[src/rtl/stopwatch_ctrl.sv]
// stopwatch_ctrl: registered command decoder and run controller for a stopwatch.
//
// Decodes command words (START / PAUSE / LAP / STOP) into a three-state run
// controller (IDLE / RUN / PAUSED). Owns the elapsed-tick counter, emits
// one-cycle capture strobes for the result store and a restart strobe after STOP.
//
// Optional feature macro: STOPWATCH_SATURATE_EN
//   defined   -> the counter saturates at all-ones
//   undefined -> the counter wraps from all-ones to zero (default)
//
// Ports:
//   i_clk         system clock, rising edge
//   i_rst_n       asynchronous active-low reset
//   i_pulse       one-cycle tick strobe
//   i_valid_read  i_data_in holds a command this cycle
//   i_data_in     command word
//   o_increment   combinational: pulse while running
//   o_wr_en       one-cycle write strobe for a captured count
//   o_wr_data     captured count, valid while o_wr_en=1
//   o_restart     one-cycle strobe after STOP
//   o_count       current tick count
//   o_state       IDLE=0, RUN=1, PAUSED=2
//   o_overflow    sticky: counter hit its maximum while counting
//   o_cmd_err     one-cycle strobe for an unknown command code
module stopwatch_ctrl #(
    parameter int unsigned          DATA_SIZE  = 32,
    parameter int unsigned          CNT_WIDTH  = 32,
    parameter logic [DATA_SIZE-1:0] START_CODE = {DATA_SIZE{1'b1}},
    parameter logic [DATA_SIZE-1:0] STOP_CODE  = {DATA_SIZE{1'b0}},
    parameter logic [DATA_SIZE-1:0] PAUSE_CODE = {DATA_SIZE{1'b1}} >> 16,
    parameter logic [DATA_SIZE-1:0] LAP_CODE   = {DATA_SIZE{1'b1}} >> 8
) (
    input  logic                 i_clk,
    input  logic                 i_rst_n,
    input  logic                 i_pulse,
    input  logic                 i_valid_read,
    input  logic [DATA_SIZE-1:0] i_data_in,
    output logic                 o_increment,
    output logic                 o_wr_en,
    output logic [CNT_WIDTH-1:0] o_wr_data,
    output logic                 o_restart,
    output logic [CNT_WIDTH-1:0] o_count,
    output logic [1:0]           o_state,
    output logic                 o_overflow,
    output logic                 o_cmd_err
);

    typedef enum logic [1:0] {
        StIdle   = 2'd0,
        StRun    = 2'd1,
        StPaused = 2'd2
    } state_e;

    localparam logic [CNT_WIDTH-1:0] CntMax = {CNT_WIDTH{1'b1}};
    localparam logic [CNT_WIDTH-1:0] CntOne = {{(CNT_WIDTH-1){1'b0}}, 1'b1};

    state_e r_state;
    state_e w_state_d;

    logic                 w_start;
    logic                 w_stop;
    logic                 w_pause;
    logic                 w_lap;
    logic                 w_unknown;
    logic                 w_increment;
    logic                 w_capture;
    logic [CNT_WIDTH-1:0] w_count_d;
    logic                 w_overflow_d;

    logic [CNT_WIDTH-1:0] r_count;
    logic [CNT_WIDTH-1:0] r_wr_data;
    logic                 r_wr_en;
    logic                 r_restart;
    logic                 r_overflow;
    logic                 r_cmd_err;

    // STOP is decoded first so overlapping code parameters still behave sanely.
    always_comb begin
        w_start   = 1'b0;
        w_stop    = 1'b0;
        w_pause   = 1'b0;
        w_lap     = 1'b0;
        w_unknown = 1'b0;
        if (i_valid_read) begin
            if (i_data_in == STOP_CODE)        w_stop    = 1'b1;
            else if (i_data_in == START_CODE)  w_start   = 1'b1;
            else if (i_data_in == PAUSE_CODE)  w_pause   = 1'b1;
            else if (i_data_in == LAP_CODE)    w_lap     = 1'b1;
            else                               w_unknown = 1'b1;
        end
    end

    // FSM: state register
    always_ff @(posedge i_clk or negedge i_rst_n) begin
        if (!i_rst_n) r_state <= StIdle;
        else          r_state <= w_state_d;
    end

    // FSM: next state
    always_comb begin
        w_state_d = r_state;
        if (w_stop) begin
            w_state_d = StIdle;
        end else begin
            unique case (r_state)
                StIdle:   if (w_start) w_state_d = StRun;
                StRun:    if (w_pause) w_state_d = StPaused;
                StPaused: if (w_start) w_state_d = StRun;
                default:  w_state_d = StIdle;
            endcase
        end
    end

    // FSM: outputs. Both depend on the pre-command state, so a pulse in a
    // START cycle is dropped and a pulse in a PAUSE cycle is counted.
    always_comb begin
        w_increment = i_pulse && (r_state == StRun);
        w_capture   = (r_state == StRun) && (w_pause || w_lap);
    end

    // Counter next value; STOP clears and discards any same-cycle pulse.
    always_comb begin
        w_count_d    = r_count;
        w_overflow_d = r_overflow;
        if (w_stop) begin
            w_count_d    = '0;
            w_overflow_d = 1'b0;
        end else if (w_increment) begin
            if (r_count == CntMax) begin
                w_overflow_d = 1'b1;
`ifdef STOPWATCH_SATURATE_EN
                w_count_d    = CntMax;
`else
                w_count_d    = '0;
`endif
            end else begin
                w_count_d = r_count + CntOne;
            end
        end
    end

    always_ff @(posedge i_clk or negedge i_rst_n) begin
        if (!i_rst_n) begin
            r_count    <= '0;
            r_wr_data  <= '0;
            r_wr_en    <= 1'b0;
            r_restart  <= 1'b0;
            r_overflow <= 1'b0;
            r_cmd_err  <= 1'b0;
        end else begin
            r_count    <= w_count_d;
            r_overflow <= w_overflow_d;
            r_wr_en    <= w_capture;
            r_restart  <= w_stop;
            r_cmd_err  <= w_unknown;
            // Captured value includes a same-cycle pulse.
            if (w_capture) r_wr_data <= w_count_d;
        end
    end

    assign o_increment = w_increment;
    assign o_wr_en     = r_wr_en;
    assign o_wr_data   = r_wr_data;
    assign o_restart   = r_restart;
    assign o_count     = r_count;
    assign o_state     = r_state;
    assign o_overflow  = r_overflow;
    assign o_cmd_err   = r_cmd_err;

endmodule

[config.mk]
export PLATFORM = sky130hd
export DESIGN_NAME = stopwatch_ctrl
export DESIGN_NICKNAME = d
export VERILOG_FILES = /design/src/rtl/stopwatch_ctrl.sv
export SDC_FILE = /design/constraint.sdc
export NUM_CORES = 1
export LEC_CHECK = 0
export BUFFER_PORTS_ARGS = -buffer_cell sky130_fd_sc_hd__buf_2
export CAP_MARGIN = 20
export CORE_MARGIN = 10
export CORE_UTILIZATION = 35
export DETAILED_ROUTE_END_ITERATION = 16
export SLEW_MARGIN = 10
export SYNTH_ARGS = -nofsm -noshare
export SYNTH_HDL_FRONTEND = slang
export SYNTH_SLANG_ARGS = --single-unit
[constraint.sdc]
create_clock -name i_clk -period 6.4 [get_ports i_clk]
set_input_delay 0.64 -clock i_clk [delete_from_list [all_inputs] [get_ports i_clk]]
set_output_delay 0.64 -clock i_clk [all_outputs]
set_load 0.02 [all_outputs]
# == Word level (Yosys, flattened, before mapping) ==
# Index checks and enable logic that the tools add are counted.
# W data, S select, Z words.
# word_totals
register_bits,70
in_bits,36
out_inout_bits,71
wordCells,55
# classes
add_sub_neg,1
eq_ne,8
n_mux,29
n_reduce_logical,10
# op_table
operator,count
$mux W32,3
$eq A32 B32 Y1 const B,2
$add A32 B1 Y32 const B,1
$eq A32 B16 Y1 const B,1
$eq A32 B24 Y1 const B,1
$logic_not A32 Y1,1
$mux W1,22
$mux W2,3
$pmux W2 S2,1
$reduce_and A2 Y1,2
$reduce_bool A2 Y1,2
$ne A3 B1 Y1 const B,1
$ne A3 B3 Y1 const B,1
$eq A2 B1 Y1 const B,1
$eq A2 B2 Y1 const B,1
$logic_and A1 B1 Y1,2
$logic_not A2 Y1,1
$reduce_or A2 Y1,1
$logic_or A1 B1 Y1,1

# == Longest topological paths before layout ==
# Gate-level depths: netlist of run 1.
# depth
depth_word,8
mapped_depth,9
mapped_depth_nobuf,6

# == Least setup slack after synthesis of run 1 ==
# OpenSTA, ideal clock, no wires.
# synth_timing
path_kind,input to register
start,in i_data_in[25]
end,reg r_wr_data[1] (netlist: o_wr_data[1])
setup_ns,0.125
arrival_ns,2.351
required_time_ns,6.275
path_slack_ns,3.924
cell_stages,8
path_buffers,2
cell_sequence,nor4_1 -> nand4_1 -> or3_1 -> clkbuf_1 -> inv_2 -> buf_2 -> nor3_1 -> mux2_2
# synth_via
elab_cells_between_ends,18
classes_between,eq/ne (3); mux (12); reduce/logical (3)
# synth_lines
item,line,rtl
start: declaration,37,"input logic [DATA_SIZE-1:0] i_data_in,"
$logic_not A32 Y1,85,if (i_data_in == STOP_CODE) w_stop = 1'b1;
$mux W1,85,
$mux W1,84,if (i_valid_read) begin
$mux W32,125,if (w_stop) begin
net w_count_d[1],67,logic [CNT_WIDTH-1:0] w_count_d;
end signal: assignment,157,if (w_capture) r_wr_data <= w_count_d;
end: declaration,71,logic [CNT_WIDTH-1:0] r_wr_data;
# The timed path passes the listed nets, and every way through them passes these cells.
# A chain may end at the register's enable or synchronous reset.

# == Worst setup path after layout of run 1 ==
# layout_timing
start,reg r_count[10] (netlist: o_count[10])
end,reg r_wr_data[9] (netlist: o_wr_data[9])
# layout_via
elab_chain_len,4
# layout_lines
item,line,rtl
start: declaration,70,logic [CNT_WIDTH-1:0] r_count;
start signal: assignment,151,r_count <= w_count_d;
$eq A32 B32 Y1,129,if (r_count == CntMax) begin
$mux W32,129,
$mux W32,128,end else if (w_increment) begin
$mux W32,125,
net w_count_d[9],67,
# The timed path passes the listed nets, and every way through them passes these cells.

==> results of run 1 <==
==> how the worst max path moves through the flow <==
stage	end	slack, ps	depth (start not counted)
6_report	o_wr_data[9]	3540	6
5_1_grt	o_wr_data[5]	3430	6
4_1_cts	o_wr_data[9]	3590	6
3_5_place_dp	o_wr_data[9]	3400	7
3_3_place_gp	o_wr_data[9]	3530	7
2_1_floorplan	o_wr_data[1]	3920	8
==> area by class of cell <==
class                   instances  area [um2]  share of cell area
clock buffers                  11         151              0.0344
clock inverters                 5         104              0.0236
inverters                      13        48.8              0.0111
multi-input cells             221        1630               0.370
flip-flops and latches         70        1750               0.398
well taps                     133         166              0.0378
repair buffers                109         553               0.126
==> cell usage in the layout (no fill, tap or decap), types with 12 or more instances in the layout <==
cell / synthesis / routed
nand2_1: 13 / 13
nor3_1: 14 / 13
buf_2: 8 / 106
o31ai_1: 13 / 13
dfrtp_1: 70 / 70
nand3_1: 14 / 14
inv_1: 12 / 12
mux2_2: 29 / 29
nor4_1: 13 / 13
nand4_1: 21 / 21
==> per-layer routing <==
layer  wire [um]  global-route usage  up-vias
met1        4630               0.181     1495
met4         201              0.0603        0
met3         601              0.0413       18
met5           0                   0        -
met2        4600               0.218       89
li1            -                   -     1447
==> report_power, final <==
part / internal [mW] / total, mW / switching (mW)
Sequential: 0.442 / 0.442 / 0.0000580
Clock: 0.281 / 0.459 / 0.178
Combinational: 0.00955 / 0.0261 / 0.0166
Total: 0.733 / 0.927 / 0.194
==> worst max-delay path, delay by kind of cell, from the launching register on <==
| kind | cells | cell delay (ps) |
|---|---|---|
| mux | 1 | 310 |
| simple gates | 3 | 1460 |
| compound gates | 1 | 120 |
| buf+inv | 1 | 350 |
| flops | 1 | 510 |
==> cell usage after synthesis, drive strengths merged, types with 11 or more instances <==
| cell type | number | area, um2 |
|---|---|---|
| nand3 | 14 | 70.1 |
| nand2 | 13 | 48.8 |
| or4 | 14 | 116 |
| mux2 | 29 | 327 |
| nand4 | 21 | 131 |
| nor3 | 14 | 70.1 |
| o21ai | 11 | 55.1 |
| dfrtp | 70 | 1750 |
| nor4 | 13 | 81.3 |
| inv | 13 | 48.8 |
| o31ai | 13 | 97.6 |
| a211oi | 17 | 163 |
==> state kept, by name, summed over array words and instances (netlist names) <==
register,count
o_cmd_err,1
o_state,2
o_restart,1
o_wr_data,32
o_wr_en,1
o_overflow,1
o_count,32
==> cells by family after synthesis <==
family                     count (synthesis)  synth area share
buffers and inverters                     28            0.0351
AOI/OAI and AO/OA                         55             0.121
DFF                                       70             0.501
adders and majority gates                  1           0.00358
muxes                                     30            0.0962
xor gates and xnor gates                  11            0.0275
and+or+nand+nor                          124             0.215
==> metrics by stage <==
step / total power, mW / hold slack (ps)
6_report: 0.927 / 486
5_1_grt: 0.954 / 527
4_1_cts: 0.935 / 508
3_5_place_dp: 0.478 / 491
3_3_place_gp: 0.477 / 486
2_1_floorplan: 0.454 / 344
==> run metrics, run 1 <==
Post-Syn Nets=356; Final WS setup=3540 ps; final setup fails=0; skew final=11.6 ps; Wirelength per Cell=17.8 um; clock-pin slew on the worst setup and hold paths=80 ps; Avg Inst Size Synth=11.0 um2; post-route antenna net violation count=0; largest net degree at the start of global routing=71; Post-Synthesis Cells=319; final hold violation count=0; Final Max Slew Viols=0; layout cells sized above 1=0.396; H-tree Lvls=3; status=finished, final reports clean; Synth-to-Final Area Change=25.9%; CTS tree=yes; pwr/cell area=211 mW/mm2; peak supply drop=112 uV; initial DRC count=118; Async SR Flop Fraction=1.00; placed cell area=0.00415 mm2; Tightest Pin Transition=885 ps; Die Height=120 um; slowest library cell on the worst path=nor4_1; GR Overflow Total=0; depth of the most critical reg-to-reg path=6; FILL cells=955; first-pass GRT wire length=16600 um; Antenna diodes=0; Synth cell types=40; Placement Rows=36; post-DP HPWL=7360 um; reg-to-reg endpoint=o_wr_data[9]; vias in the first global route=3121; DRC=0; Layout Utilization=0.450; RSZ-0062 raised after global routing=false; Via Count=3049; Critical Path, Cell by Cell=nand4_1 > nor4_1 > and3_1 > buf_4 > a211oi_1 > mux2_2; fin area=0.00440 mm2; worst min-delay path class=input pin to asynchronous set/reset pin; non-filler cells, final=562; fin crit period=2860 ps; post-CTS setup buffers=0; initial antenna violation count=0; worst path required time=6640 ps; Ys Warns=0; dpl ws=3400 ps; initial core utilization=0.358; Worst Setup Path Type=flip-flop to flip-flop; Slew headroom=0.410; CTS Root Cell=clkbuf_8; I/O Buffers=106; Critical Path Start=o_count[10]; Pleak=2.15 nW; Pre-antenna DRT Iters=7; worst path arrival time=3100 ps; Tot GR Track Use=0.141; critical path fanouts, max=18; gpl congestion=0.797; achievable frequency=350 MHz; number of synthesized flops with an enable pin=0; maximum clock path buffer count=2; cell total after placement=546; Die ar.=0.0144 mm2; post-cts resize count=0; Die W=120 um; Skew-Pair Late Insertion Delay=350 ps; Synth Cell Area=0.00350 mm2; RR Startpoint=o_count[10]; Crit. End Element=flip-flop; Via-to-Cell Ratio=5.43; fin nets=461; CTS Buf Count=9; CP peak stage delay=680 ps; Max Cap Viol=0; Post-Route WL=10000 um; core footprint=0.00977 mm2; Final Cycle Share=0.446; I/O pins=107; Worst setup SP type=flip-flop; CTS sink cnt=70; hold_buf cts=0; Most used DFF post-synth=dfrtp_1; r2r setup slk=3540 ps; Synth Register Bits=70; sequential fraction of the synthesis area=0.501; setup TNS=0 ps
Power figures use the tool's default switching activity.
==> run 2: changes to the inputs <==
ABC_AREA = 1   (was default)
clock period = 2.5 ns   (was 6.4 ns; I/O delays follow)
==> run 2 against run 1 <==
Clock power rose to 2.8 times the previous value. Sequential power grew to 2.8 times the previous value. Highest routed layer unchanged. Critical endpoint is now o_wr_data[13]. Sequential share of layout area fell by 4.5 points.
==> run metrics, run 2 <==
status=finished, final reports clean; worst path arrival time=2100 ps; skew final=5.68 ps; number of synthesized flops with an enable pin=0; CTS sink cnt=70; Antenna diodes=0; maximum clock path buffer count=2; sequential share of power=0.427; Placement Rows=38; Wirelength per Cell=14.5 um; Via-to-Cell Ratio=4.68; layout cells sized above 1=0.256; final hold violation count=0; Post-Syn Nets=592; Critical Path, Cell by Cell=ha_1 > nand3_2 > nor2_4 > nand3_1 > nor2_1 > nand3_1 > nand2_1 > nor2_1 > nand2_1 > nand2_1; CP peak stage delay=430 ps; post-route antenna net violation count=0; Via Count=3798; post-DP HPWL=9360 um; Ys Warns=0; worst min-delay path class=input pin to asynchronous set/reset pin; Skew-Pair Late Insertion Delay=330 ps; GR Overflow Total=0; fin crit period=1880 ps; slowest library cell on the worst path=dfrtp_1; FILL cells=1113; most used cell, CP=nand2_1; hold_buf cts=0; initial antenna violation count=0; Worst Setup Path Type=flip-flop to flip-flop; gpl congestion=0.924; Slew headroom=0.474; Synth-to-Final Area Change=24.1%; Top delay family on crit path=simple AND/OR/NAND/NOR gates; r2r setup slk=620 ps; Synth cell types=30; I/O pins=107; I/O Buffers=106; switching portion of total power=0.269; Async SR Flop Fraction=1.00; first-pass GRT wire length=19400 um; top cells by count, synth=207 x nand2_1, 73 x nor2_1, 70 x dfrtp_1; CTS tree=yes; Comb pwr share=0.136; Total Power=2.93 mW; post-cts resize count=0; Die ar.=0.0161 mm2; DRC=0; Synth Register Bits=70; vias in the first global route=3977; most frequent cell after synthesis=nand2_1; commonest non-fill, non-tap cell in the layout=nand2_1; Tot GR Track Use=0.146; Die W=127 um; Crit. End Element=flip-flop; Final Cycle Share=0.753; RSZ-0062 raised after global routing=false; peak supply drop=265 uV; Synth Cell Area=0.00400 mm2; Post-Synthesis Cells=555; setup TNS=0 ps; critical path fanouts, max=5; Pre-antenna DRT Iters=4; final setup fails=0; most frequent cells in the layout=207 x nand2_1, 106 x buf_2, 73 x nor2_1; clock power share=0.436; Post-Route WL=11800 um; achievable frequency=531 MHz; initial DRC count=310; Pleak=2.73 nW; Die Height=127 um; CTS Root Cell=clkbuf_16; Switch Pwr=0.789 mW; Max Cap Viol=0; Tightest Pin Transition=789 ps; post-CTS setup buffers=0; Worst setup SP type=flip-flop; worst path required time=2710 ps; largest net degree at the start of global routing=42; sequential fraction of the synthesis area=0.438; fin nets=703; post-synth top area share=0.438; top post-synthesis cells by area=dfrtp_1 44%, nand2_1 19%, nor2_1 6.8%; Synth area leader=dfrtp_1; number of buffers and inverters on the critical path=0; H-tree Lvls=3; pwr/cell area=591 mW/mm2; clock-pin slew on the worst setup and hold paths=60 ps; CTS Buf Count=9; Avg Inst Size Synth=7.21 um2; P_int=2.14 mW; initial core utilization=0.363; core footprint=0.0110 mm2; Final Max Slew Viols=0; Most used DFF post-synth=dfrtp_1
[run 2: changes by cell type in the layout (fill, tap and decap cells not counted), sizes merged, moves of 17 or more]
cell,before,now
nand3,14,45
mux2,29,0
nand2,13,214
nor2,8,101
a211oi,17,0
inv,14,64
[run 2: cell type report]
class | instances | area (um2) | share of cell area
timing repair buffer | 109 | 566 | 0.114
clock inverter | 3 | 42.5 | 0.00856
multi-input combinational | 412 | 1930 | 0.388
clock buffer | 13 | 260 | 0.0524
inverter | 64 | 243 | 0.0489
tap | 140 | 175 | 0.0353
sequential | 70 | 1750 | 0.353
[run 2: worst register-to-register path, cell delays in order, from the launching register on]
cell	delay, ps
dfrtp_1	430
ha_1	220
nand3_2	150
nor2_4	180
nand3_1	150
nor2_1	160
nand3_1	80
nand2_1	190
nor2_1	80
nand2_1	70
nand2_1	60
[run 2: stage by stage]
step | hold slack (ps) | setup slack, ps | util | std cells | cell area, um2
global route | 73.6 | 397 | 0.450 | 811 | 4970
detailed placement | 377 | 514 | 0.423 | 795 | 4660
CTS | 23.9 | 619 | 0.450 | 811 | 4970
global placement | 358 | 595 | 0.423 | 795 | 4660
floorplan | -45.6 | 728 | - | 555 | 4000
finish | 7.38 | 618 | 0.450 | 811 | 4970
[run 2: cell families (layout without fill, tap and decap cells)]
kind of cell	count (synthesis)	after routing	share of synthesized area
DFF	70	70	0.438
AOI/OAI and AO/OA	22	22	0.0334
and+or+nand+nor	380	380	0.426
buffers and inverters	73	189	0.0806
xor gates and xnor gates	9	9	0.0197
adders and majority gates	1	1	0.00312
[run 2: worst paths after layout]
kind | start | end | cells after the start
min in group i_clk | i_valid_read | o_wr_en | 3
max | o_count[0] | o_wr_data[13] | 10
min | i_rst_n | o_wr_data[22] | 1
max reg2reg | o_count[0] | o_wr_data[13] | 10
max in group asynchronous | i_rst_n | o_wr_data[12] | 2
min reg2reg | o_wr_data[12] | o_wr_data[12] | 2
[run 2: per-layer routing]
| metal | global-route usage | share of wire |
|---|---|---|
| met2 | 0.248 | 0.49 |
| met3 | 0.0458 | 0.070 |
| met5 | 0 | 0 |
| met4 | 0.0529 | 0.018 |
| met1 | 0.168 | 0.42 |
[run 2: power by group through the flow]
stage / sequential, mW / clock [mW] / combinational, mW
after floorplan: 1.32 / 0 / 0.186
after global placement: 1.27 / 0 / 0.400
after detailed placement: 1.27 / 0 / 0.403
after CTS: 1.25 / 1.31 / 0.406
after global routing: 1.26 / 1.35 / 0.454
final: 1.25 / 1.28 / 0.400
